`src/rtl/vend_credit_ctrl.sv`:
```
// Coin-operated vending credit controller: accumulates coins, vends at PRICE_U,
// and pays change back one coin at a time through a handshaked hopper.
module vend_credit_ctrl #(
   parameter int unsigned PRICE_U    = 5,
   parameter int unsigned CREDIT_W   = 4,
   parameter int unsigned MAX_CREDIT = 12,
   parameter int unsigned VEND_CYC   = 4
) (
   input  logic                CLK50,
   input  logic                RES,
   input  logic                Q,
   input  logic                H,
   input  logic                O,
   input  logic                CAN,
   input  logic                chg_ack,
   output logic                T,
   output logic [1:0]          C,
   output logic                chg_vld,
   output logic                rej,
   output logic [CREDIT_W-1:0] credit,
   output logic [1:0]          state
);

   typedef enum logic [1:0] {
      IDLE   = 2'd0,
      ACCUM  = 2'd1,
      VEND   = 2'd2,
      CHANGE = 2'd3
   } state_e;

   localparam int unsigned CNT_W = (VEND_CYC > 1) ? $clog2(VEND_CYC) : 1;

   state_e              state_q, state_d;
   logic [CREDIT_W-1:0] credit_q, credit_d;
   logic [CNT_W-1:0]    cnt_q, cnt_d;
   logic                t_q, t_d;
   logic [1:0]          c_q, c_d;
   logic                chg_vld_q, chg_vld_d;
   logic                rej_q, rej_d;

   // Coin codes double as change codes: 01 = 1 unit, 10 = 2, 11 = 4.
   function automatic int unsigned coin_val(input logic [1:0] code);
      case (code)
         2'b01:   return 1;
         2'b10:   return 2;
         2'b11:   return 4;
         default: return 0;
      endcase
   endfunction

   function automatic logic [1:0] greedy_code(input int unsigned v);
      if (v >= 4)      return 2'b11;
      else if (v >= 2) return 2'b10;
      else if (v >= 1) return 2'b01;
      else             return 2'b00;
   endfunction

   always_comb begin
      int unsigned sum;
      int unsigned rem;
      logic [1:0]  coin_code;
      logic        coin_any;
      logic        multi;
      logic        accepted;
      // NOTE: every target gets a default first so no path can infer a latch.
      state_d   = state_q;
      credit_d  = credit_q;
      cnt_d     = cnt_q;
      t_d       = t_q;
      c_d       = c_q;
      chg_vld_d = chg_vld_q;
      rej_d     = 1'b0;
      rem       = 0;
      accepted  = 1'b0;

      if (O)      coin_code = 2'b11;
      else if (H) coin_code = 2'b10;
      else if (Q) coin_code = 2'b01;
      else        coin_code = 2'b00;
      coin_any = Q | H | O;
      multi    = (Q & H) | (Q & O) | (H & O);
      sum      = 32'(credit_q) + coin_val(coin_code);

      case (state_q)
         IDLE, ACCUM: begin
            if (coin_any) begin
               rej_d    = multi || (sum > MAX_CREDIT);
               accepted = (sum <= MAX_CREDIT);
            end
            if (!accepted) sum = 32'(credit_q);
            // A cancel wins over reaching the price: the whole sum is refunded.
            if (state_q == ACCUM && CAN) begin
               credit_d = CREDIT_W'(sum);
               if (sum != 0) begin
                  state_d   = CHANGE;
                  chg_vld_d = 1'b1;
                  c_d       = greedy_code(sum);
               end else begin
                  state_d = IDLE;
               end
            end else if (accepted && sum >= PRICE_U) begin
               state_d  = VEND;
               credit_d = CREDIT_W'(sum - PRICE_U);
               t_d      = 1'b1;
               cnt_d    = CNT_W'(VEND_CYC - 1);
            end else if (accepted) begin
               state_d  = ACCUM;
               credit_d = CREDIT_W'(sum);
            end
         end
         VEND: begin
            rej_d = coin_any;
            if (cnt_q == '0) begin
               t_d = 1'b0;
               if (credit_q != '0) begin
                  state_d   = CHANGE;
                  chg_vld_d = 1'b1;
                  c_d       = greedy_code(32'(credit_q));
               end else begin
                  state_d = IDLE;
               end
            end else begin
               cnt_d = cnt_q - 1'b1;
            end
         end
         CHANGE: begin
            rej_d = coin_any;
            if (chg_vld_q && chg_ack) begin
               rem      = 32'(credit_q) - coin_val(c_q);
               credit_d = CREDIT_W'(rem);
               if (rem == 0) begin
                  state_d   = IDLE;
                  chg_vld_d = 1'b0;
                  c_d       = 2'b00;
               end else begin
                  c_d = greedy_code(rem);
               end
            end
         end
         default: state_d = IDLE;
      endcase
   end

   // NOTE: state uses non-blocking assignments so all flops update together.
   always_ff @(posedge CLK50 or negedge RES) begin
      if (!RES) begin
         state_q   <= IDLE;
         credit_q  <= '0;
         cnt_q     <= '0;
         t_q       <= 1'b0;
         c_q       <= 2'b00;
         chg_vld_q <= 1'b0;
         rej_q     <= 1'b0;
      end else begin
         state_q   <= state_d;
         credit_q  <= credit_d;
         cnt_q     <= cnt_d;
         t_q       <= t_d;
         c_q       <= c_d;
         chg_vld_q <= chg_vld_d;
         rej_q     <= rej_d;
      end
   end

   assign T       = t_q;
   assign C       = c_q;
   assign chg_vld = chg_vld_q;
   assign rej     = rej_q;
   assign credit  = credit_q;
   assign state   = state_q;

endmodule

```
`config.mk`:
```
export PLATFORM = sky130hd
export DESIGN_NAME = vend_credit_ctrl
export DESIGN_NICKNAME = d
export VERILOG_FILES = /design/src/rtl/vend_credit_ctrl.sv
export SDC_FILE = /design/constraint.sdc
export NUM_CORES = 1
export LEC_CHECK = 0
export ABC_AREA = 0
export ABC_CLOCK_PERIOD_IN_PS = 8109
export CORE_MARGIN = 8
export CORE_UTILIZATION = 45
export DETAILED_ROUTE_END_ITERATION = 6
export HOLD_SLACK_MARGIN = 0.05
export PLACE_DENSITY = 0.68
export SLEW_MARGIN = 15
export SYNTH_ARGS = -nofsm -noshare
export SYNTH_HDL_FRONTEND = slang
export SYNTH_SLANG_ARGS = --single-unit
```
`constraint.sdc`:
```
create_clock -name CLK50 -period 8.11 [get_ports CLK50]
set_input_delay 1.622 -clock CLK50 [delete_from_list [all_inputs] [get_ports CLK50]]
set_output_delay 1.622 -clock CLK50 [all_outputs]
set_load 0.01 [all_outputs]
```
==> results of run 1 <==
## final timing paths
check | from | end | slack [ps]
max | Q | credit[0]$_DFFE_PN0P_ | 2400
min reg2reg | T$_DFFE_PN0P_ | T$_DFFE_PN0P_ | 520
max reg2reg | credit[1]$_DFFE_PN0P_ | credit[0]$_DFFE_PN0P_ | 3940
min | T$_DFFE_PN0P_ | T$_DFFE_PN0P_ | 520
max in group asynchronous | RES | rej$_DFF_PN0_ | 6000
min in group asynchronous | RES | state[1]$_DFFE_PN0P_ | 1710
## worst max-delay path, delay by kind of cell
| kind | cells | cell delay (ps) |
|---|---|---|
| AND/OR/NAND/NOR | 4 | 580 |
| multiplexers | 1 | 330 |
| buffers and inverters | 2 | 560 |
| adder cells (fa/ha/maj) | 3 | 960 |
| AO/OA/AOI/OAI | 6 | 1560 |
| XOR/XNOR | 1 | 250 |
## cell usage after synthesis, drive strengths merged
library cell,n,share of area [%]
a2111oi,1,0.66
mux2i,5,3.8
nor4,2,0.95
and2,2,0.95
o211ai,1,0.57
o22ai,1,0.47
nand3,6,2.3
maj3,1,0.76
xor2,1,0.66
nor2,16,4.5
or3b,1,0.66
nor3,2,0.76
a2bb2oi,1,0.66
o21ai,9,3.7
dfrtp,13,25
fa,2,3.0
or2,2,0.95
o32a,1,0.76
inv,15,4.3
o41ai,3,2.6
a22oi,2,1.1
ha,10,9.5
a21oi,9,3.4
o22a,1,0.66
mux2,1,0.85
o21a,1,0.57
clkbuf,7,2.0
a211oi,3,2.1
xnor2,3,2.6
a21o,1,0.57
a31oi,5,2.4
o31ai,3,1.7
o221ai,1,0.66
or3,4,1.9
nand2,13,3.7
nor2b,3,1.4
nor3b,2,1.1
nand2b,6,2.8
and3,2,0.95
o311ai,2,2.6
## kinds of logic (layout without fill, tap and decap cells)
logic type,Yosys count,in the layout,share of synthesized area (%)
mux,6,6,4.63
simple gates,61,61,23.0
flops,13,13,24.6
compound gates,45,45,25.1
fa+ha+maj,13,13,13.2
xor+xnor,4,4,3.21
buf+inv,22,36,6.24
## cell usage in the layout, fill, tap and decap left out, drive strengths merged, types with 3 or more instances in the layout
cell type | Yosys | layout
a211oi | 3 | 3
a21oi | 9 | 9
a31oi | 5 | 5
clkbuf | 7 | 3
clkdlybuf4s50 | 0 | 17
dfrtp | 13 | 13
ha | 10 | 10
inv | 15 | 15
mux2i | 5 | 5
nand2 | 13 | 13
nand2b | 6 | 6
nand3 | 6 | 6
nor2 | 16 | 16
nor2b | 3 | 3
o21ai | 9 | 9
o31ai | 3 | 3
o41ai | 3 | 3
or3 | 4 | 4
xnor2 | 3 | 3
## report_power, final
group	internal [mW]	total (mW)	switching, mW
Combinational	0.246	0.555	0.309
Sequential	0.0948	0.154	0.0593
Clock	0.0184	0.0422	0.0239
Total	0.359	0.751	0.392
## area by class of cell
class	instances	area share, %
tap	31	2.53
clock inverter	1	0.326
inverter	15	3.67
timing repair buffer	17	11.1
clock buffer	3	1.47
sequential	13	21.2
multi-input combinational	129	59.7
## state kept, by name (all words and copies together) (netlist names)
| register | cells |
|---|---|
| T | 1 |
| state | 2 |
| C | 2 |
| credit | 4 |
| chg_vld | 1 |
| rej | 1 |
| cnt_q | 2 |
## layer usage
| layer | vias up | routed length (um) | track usage, % |
|---|---|---|---|
| li1 | 622 | - | - |
| met1 | 617 | 1610 | 18.1 |
| met2 | 49 | 1650 | 23.2 |
| met3 | 6 | 218 | 3.81 |
| met4 | 0 | 27 | 3.13 |
| met5 | - | 0 | 0 |
==> metrics, run 1 <==
FF/Latch Area 325 um^2; Hold Path Depth 2; GRT Residual Overflow 0; nets 198; post-cts sizing count 0; Area Growth Syn to Fin 15.9%; Fillers 253; period utilization 70.4%; FMAX 175 MHz; Initial Util 47.6%; Mapped Nets 183; wire per inst 16.8 um; CTS clock-pin slew for the worst setup and hold paths 90 ps; area of the core 0.00278 mm^2; CTS root buf clkbuf_4; initial antenna violation count 0; final hold violation count 0; post-DP HPWL 2720 um; drt total wl 3510 um; max-slew violation count 0; clk buf depth 2; sequential fraction of the synthesis area 24.6%; # setup viols final 0; Slew headroom 56.3%; RSZ-0062 raised after global routing no; Vias/cell 6.19; GP Congestion 0.900; H-tree lvl count 1; Worst-Margin Slew 639 ps; CTS tree yes; clock sinks 13; Slowest-stage cell, CP o311ai_4; Die ar. 0.00493 mm^2; Warnings, synthesis 0; Post-CTS Setup Inserts 0; CP Max Fanout 9; Arr. time, crit path 5870 ps; maximum VDD drop 0.000280 V; DRT antenna net count 0; Final Non-Filler Cells 209; area occupied by multi-input gates 916 um^2; Worst Hold Class flip-flop to flip-flop; Die Height 70.2 um; row cnt 19; PortBufs 17; # DRC 0; GRT Overall Usage 14.2%; Slowest Stage Delay on Critical Path 520 ps; static leakage 0.668 nW; post-layout min period 5710 ps; layout cell share with drive strength beyond 1 6.74%; CTS buffer count 3; Synth cell types 46; max_cap viols 0; critical path class primary input to flip-flop; cell area after layout 0.00153 mm^2; Startpoint Class primary input; sum of negative setup slack 0 ps; antenna cells 0; TritonRoute pass-1 iters 4; largest net degree at the start of global routing 19; Post-Syn Area 0.00132 mm^2; Min Hold Slack 519 ps; Synth Instances 164; Placed Cells incl. Taps 205; Avg Cell Area, Syn 8.07 um^2; via count 1294; vias in the first global route 1232; #FFs+latches synth 13; pwr/cell area 490 mW/mm^2; post-layout util 55.2%; Skew-Pair Late Insertion Delay 290 ps; Die W 70.2 um; outcome completed; Reg2Reg Depth 14; CP cell instances clkdlybuf4s50_1, nor3b_1, ha_1, inv_1, fa_1, xnor2_2, o21ai_2, o311ai_4, nor2_1, a21oi_1, ha_1, nand2b_1, and2_1, mux2i_1, o21ai_0, a31oi_1, a21oi_1; Boundary Pins 18; first-pass GRT wire length 5940 um; Overall Power 751 uW; Post-Place Worst Slack 2160 ps; Final WS setup 2400 ps; CP endpoint kind flip-flop; Fin Clk Skew 2.61 ps; CTS Hold Bufs 0; Required @ worst endpoint 8260 ps; initial DRC count 98; placed inst area 0.00151 mm^2
Power figures use the tool's default switching activity.
==> inputs of run 2 (changes only) <==
Settings changed: ABC_CLOCK_PERIOD_IN_PS 8109 to 4800, PLACE_DENSITY 0.68 to 0.7.
Clock period 8.11 ns to 4.8 ns, I/O delays scaled along.
==> run 2 against run 1 <==
Worst hold slack gained 1.1 ps. Clock-buffer cell count is the same. Utilization grew 3.5 points. Sequential cell count is the same. Clock skew shrank 1.2 ps. Register-to-register slack lost 2900 ps. Wire length shrank 1.7%.
==> metrics, run 2 (synthesis results as in run 1) <==
CTS Hold Bufs 0; Area Growth Syn to Fin 23.3%; Post-CTS Setup Inserts 0; CP Max Fanout 6; largest net degree at the start of global routing 19; most common cell after layout, fill and taps aside clkdlybuf4s50_1; nets 210; Worst-Margin Slew 545 ps; max reg flops 4; outcome completed; post-DP HPWL 2680 um; TritonRoute pass-1 iters 4; RSZ-0062 raised after global routing no; CTS buffer count 3; GP Congestion 0.928; Boundary Pins 18; Slew headroom 62.7%; CP endpoint kind flip-flop; max-slew violation count 0; Worst Hold Class flip-flop to flip-flop; antenna cells 0; Die Height 70.2 um; critical path class primary input to flip-flop; Overall Power 1.37 mW; CTS root buf clkbuf_4; CTS clock-pin slew for the worst setup and hold paths 80 ps; initial DRC count 116; Final Non-Filler Cells 221; via count 1297; area of the core 0.00278 mm^2; static leakage 0.727 nW; Die ar. 0.00493 mm^2; Placed Cells incl. Taps 217; Arr. time, crit path 4660 ps; GRT Overall Usage 14.4%; DRT antenna net count 0; max_cap viols 0; post-cts sizing count 0; GRT Residual Overflow 0; layout cell share with drive strength beyond 1 13.7%; placed inst area 0.00160 mm^2; vias in the first global route 1330; sum of negative setup slack 0 ps; pwr/cell area 840 mW/mm^2; Fillers 243; Vias/cell 5.87; Die W 70.2 um; maximum VDD drop 0.000499 V; Startpoint Class primary input; initial antenna violation count 0; post-layout min period 4480 ps; clock sinks 13; Fin Clk Skew 1.44 ps; commonest cells after routing, fill and taps aside clkdlybuf4s50_1 (17), nor2_1 (16), inv_1 (15), dfrtp_1 (13), nand2_1 (13); # setup viols final 0; area occupied by multi-input gates 923 um^2; Initial Util 47.6%; CTS tree yes; wire per inst 15.6 um; PortBufs 17; # DRC 0; FMAX 223 MHz; row cnt 19; H-tree lvl count 1; first-pass GRT wire length 6140 um; FF/Latch Area 325 um^2; Skew-Pair Late Insertion Delay 270 ps; Required @ worst endpoint 4980 ps; clk buf depth 2; final hold violation count 0; drt total wl 3450 um; cell area after layout 0.00163 mm^2; period utilization 93.3%
-- run 2: cell types whose count changed in the layout (fill, tap and decap cells not counted), sizes merged --
cell and change:
buf +12
-- run 2: worst paths after layout --
check	from	endpoint	slack, ps	cells past startpoint
max	Q	credit[2]$_DFFE_PN0P_	320	18
min in group asynchronous	RES	state[1]$_DFFE_PN0P_	1050	1
max in group asynchronous	RES	rej$_DFF_PN0_	3380	1
min	T$_DFFE_PN0P_	T$_DFFE_PN0P_	520	2
min reg2reg	T$_DFFE_PN0P_	T$_DFFE_PN0P_	520	2
max reg2reg	credit[1]$_DFFE_PN0P_	credit[2]$_DFFE_PN0P_	1040	15
-- run 2: critical path: stages --
cell             delay (ps)
clkdlybuf4s50_1         470
nor3b_1                 190
ha_1                    200
inv_1                    60
fa_1                    420
xnor2_2                 220
o21ai_2                 100
o311ai_4                400
nor2_1                  100
a21oi_2                 200
ha_1                    170
nand2b_1                110
and2_1                  120
mux2i_1                  70
buf_4                   150
or3_1                   360
xnor2_1                 140
o31ai_1                 230
-- run 2: metal layers --
layer	up-vias	global-route usage (%)	routed length [um]
met4	0	2.46	21
met2	41	23.8	1680
met3	4	3.25	176
met5	-	0	0
met1	607	18.7	1570
li1	645	-	-
-- run 2: through the flow --
step / setup slack [ps] / utilization (%) / hold WS, ps
finish: 320 / 58.7 / 520
global route: 28.9 / 58.7 / 551
CTS: 278 / 58.4 / 528
detailed placement: 15.1 / 57.4 / 505
global placement: 104 / 57.4 / 498
floorplan: 577 / - / 519
-- run 2: power breakdown --
group          leakage (nW)  internal, mW  switching, mW
clock                0.0177        0.0309         0.0367
sequential            0.142         0.160         0.0980
combinational         0.567         0.496          0.548
total                 0.727         0.688          0.682
-- run 2: final cells by class --
type                            count  share of cell area, %
Multi-Input combinational cell    129                   56.6
Timing Repair Buffer               29                   16.0
Sequential cell                    13                   19.9
Tap cell                           31                   2.38
Inverter                           15                   3.45
Clock inverter                      1                  0.307
Clock buffer                        3                   1.38
==> inputs of run 3 (changes only) <==
Settings changed: CORE_UTILIZATION 45 to 47, MAX_ROUTING_LAYER set to met4, PLACE_DENSITY 0.7 to 0.73.
==> run 3 against run 2 <==
Setup slack got worse by 100 ps. Combinational power about the same. Clock power grew 3.7%. Non-clock buffer count shrank 3. Register-to-register slack worse by 20 ps. Sequential power rose by 2%. Sequential share of layout area rose by 0.19 points. Cell count is 1.4% lower. Power grew 1.8%. Worst hold slack better by 35 ps. Sequential cell count did not move. Wire length increased by 8.6%. Largest power group unchanged.
==> metrics, run 3 (synthesis results as in run 1) <==
initial DRC count 140; CTS root buf clkbuf_4; CTS buffer count 3; wire per inst 17.2 um; FMAX 218 MHz; CTS tree yes; Die ar. 0.00477 mm^2; TritonRoute pass-1 iters 5; drt total wl 3740 um; # DRC 0; CP Max Fanout 6; max reg flops 4; clock sinks 13; GRT Residual Overflow 0; Skew-Pair Late Insertion Delay 290 ps; hold path start cnt_q[0]$_DFFE_PN0P_; most common cell after layout, fill and taps aside clkdlybuf4s50_1; layout cell share with drive strength beyond 1 11.8%; clk buf depth 2; GRT Overall Usage 15.9%; CTS clock-pin slew for the worst setup and hold paths 80 ps; outcome completed; GP Congestion 1.00; largest net degree at the start of global routing 19; pwr/cell area 863 mW/mm^2; CP endpoint kind flip-flop; Worst Hold Class flip-flop to flip-flop; Boundary Pins 18; Slowest Stage Delay on Critical Path 480 ps; CP cell instances clkdlybuf4s50_1, nor3b_1, ha_1, inv_1, fa_1, xnor2_2, o21ai_2, o311ai_4, mux2i_2, inv_1, ha_1, nand2b_1, and2_1, mux2i_4, nor2_1, a211oi_1, o32a_1; via count 1367; initial antenna violation count 0; H-tree lvl count 1; antenna cells 0; Fin Clk Skew 0.569 ps; area of the core 0.00271 mm^2; Final WS setup 216 ps; final hold violation count 0; Die W 69.1 um; Arr. time, crit path 4810 ps; post-layout min period 4580 ps; DRT antenna net count 0; crit path launch Q; Initial Util 48.8%; Slowest-stage cell, CP clkdlybuf4s50_1; max-slew violation count 0; commonest cells after routing, fill and taps aside clkdlybuf4s50_1 (17), nor2_1 (16), inv_1 (15), dfrtp_1 (13), nand2_1 (13); Post-Place Worst Slack -253 ps; max_cap viols 0; Die Height 69.1 um; Reg2Reg Depth 14; Required @ worst endpoint 5030 ps; kind of cell adding the most delay to the critical path compound AO/OA/AOI/OAI gates; # setup viols final 0; Critical Path Stages 17; critical path class primary input to flip-flop; row cnt 19; placed inst area 0.00156 mm^2; worst r2r src credit[1]$_DFFE_PN0P_; nets 207; Worst Path Buf+Inv 3; CP endpoint credit[1]$_DFFE_PN0P_; Area Growth Syn to Fin 22.1%; vias in the first global route 1317; Overall Power 1.39 mW; cell area after layout 0.00162 mm^2; R2R setup slack 1020 ps; Critical R2R Capture credit[1]$_DFFE_PN0P_; static leakage 0.709 nW; Startpoint Class primary input; Slew headroom 59.1%; first-pass GRT wire length 6380 um; PortBufs 17; Vias/cell 6.27; post-DP HPWL 2910 um; period utilization 95.5%; maximum VDD drop 0.000500 V; Worst-Margin Slew 598 ps
-- run 3: changes by cell type in the layout (fill, tap and decap cells not counted), sizes merged --
| cell | before | now |
|---|---|---|
| clkinv | 1 | 0 |
| clkbuf | 3 | 4 |
| buf | 12 | 9 |
-- run 3: per-layer routing --
| metal | global-route usage (%) | part of all wire (%) | vias to the layer above |
|---|---|---|---|
| met5 | - | 0 | - |
| li1 | - | - | 641 |
| met3 | 4.58 | 9.2 | 13 |
| met2 | 26.2 | 48 | 81 |
| met1 | 18.5 | 41 | 632 |
| met4 | 3.64 | 1.6 | 0 |
-- run 3: final cells by class --
| cell class | instances | area, um^2 |
|---|---|---|
| Multi-Input combinational cell | 129 | 932 |
| Clock buffer | 4 | 26.3 |
| Timing Repair Buffer | 26 | 238 |
| Tap cell | 31 | 38.8 |
| Inverter | 15 | 56.3 |
| Sequential cell | 13 | 325 |
| Fill cell | 253 | 1090 |
-- run 3: what timing repair did --
action / in CTS / in global routing
setup buffers: 0 / 2
resized for setup: 0 / 3
hold buffers: 0 / 0
setup endpoints to repair: 0 / 10
-- run 3: worst min path at each step --
stage                                 endpoint  cells past startpoint
after floorplan           cnt_q[0]$_DFFE_PN0P_                      2
after global placement           T$_DFFE_PN0P_                      2
after detailed placement      C[0]$_DFFE_PN0P_                      2
after CTS                     C[0]$_DFFE_PN0P_                      2
after global routing          C[0]$_DFFE_PN0P_                      2
final                     cnt_q[0]$_DFFE_PN0P_                      2
-- run 3: worst register-to-register path, delay by kind of cell (launching register included) --
family | cells | cell delay, ps
buf+inv | 2 | 260
fa+ha+maj | 2 | 680
xor+xnor | 1 | 240
compound gates | 4 | 950
flops | 1 | 580
mux | 2 | 560
simple gates | 3 | 440
-- run 3: power breakdown --
group | total [mW] | switching, mW | leakage [nW] | internal [mW]
Clock | 0.0701 | 0.0377 | 0.0150 | 0.0324
Sequential | 0.262 | 0.102 | 0.142 | 0.160
Combinational | 1.06 | 0.572 | 0.552 | 0.491
Total | 1.39 | 0.712 | 0.709 | 0.683
-- run 3: through the flow --
stage	TNS (ps)	util, %	instances	hold WS (ps)
2_1_floorplan	0	-	164	519
3_3_place_gp	0	57.5	212	496
3_5_place_dp	-982	57.5	212	538
4_1_cts	0	58.5	216	555
5_1_grt	-68.7	59.6	218	579
6_report	0	59.6	218	554
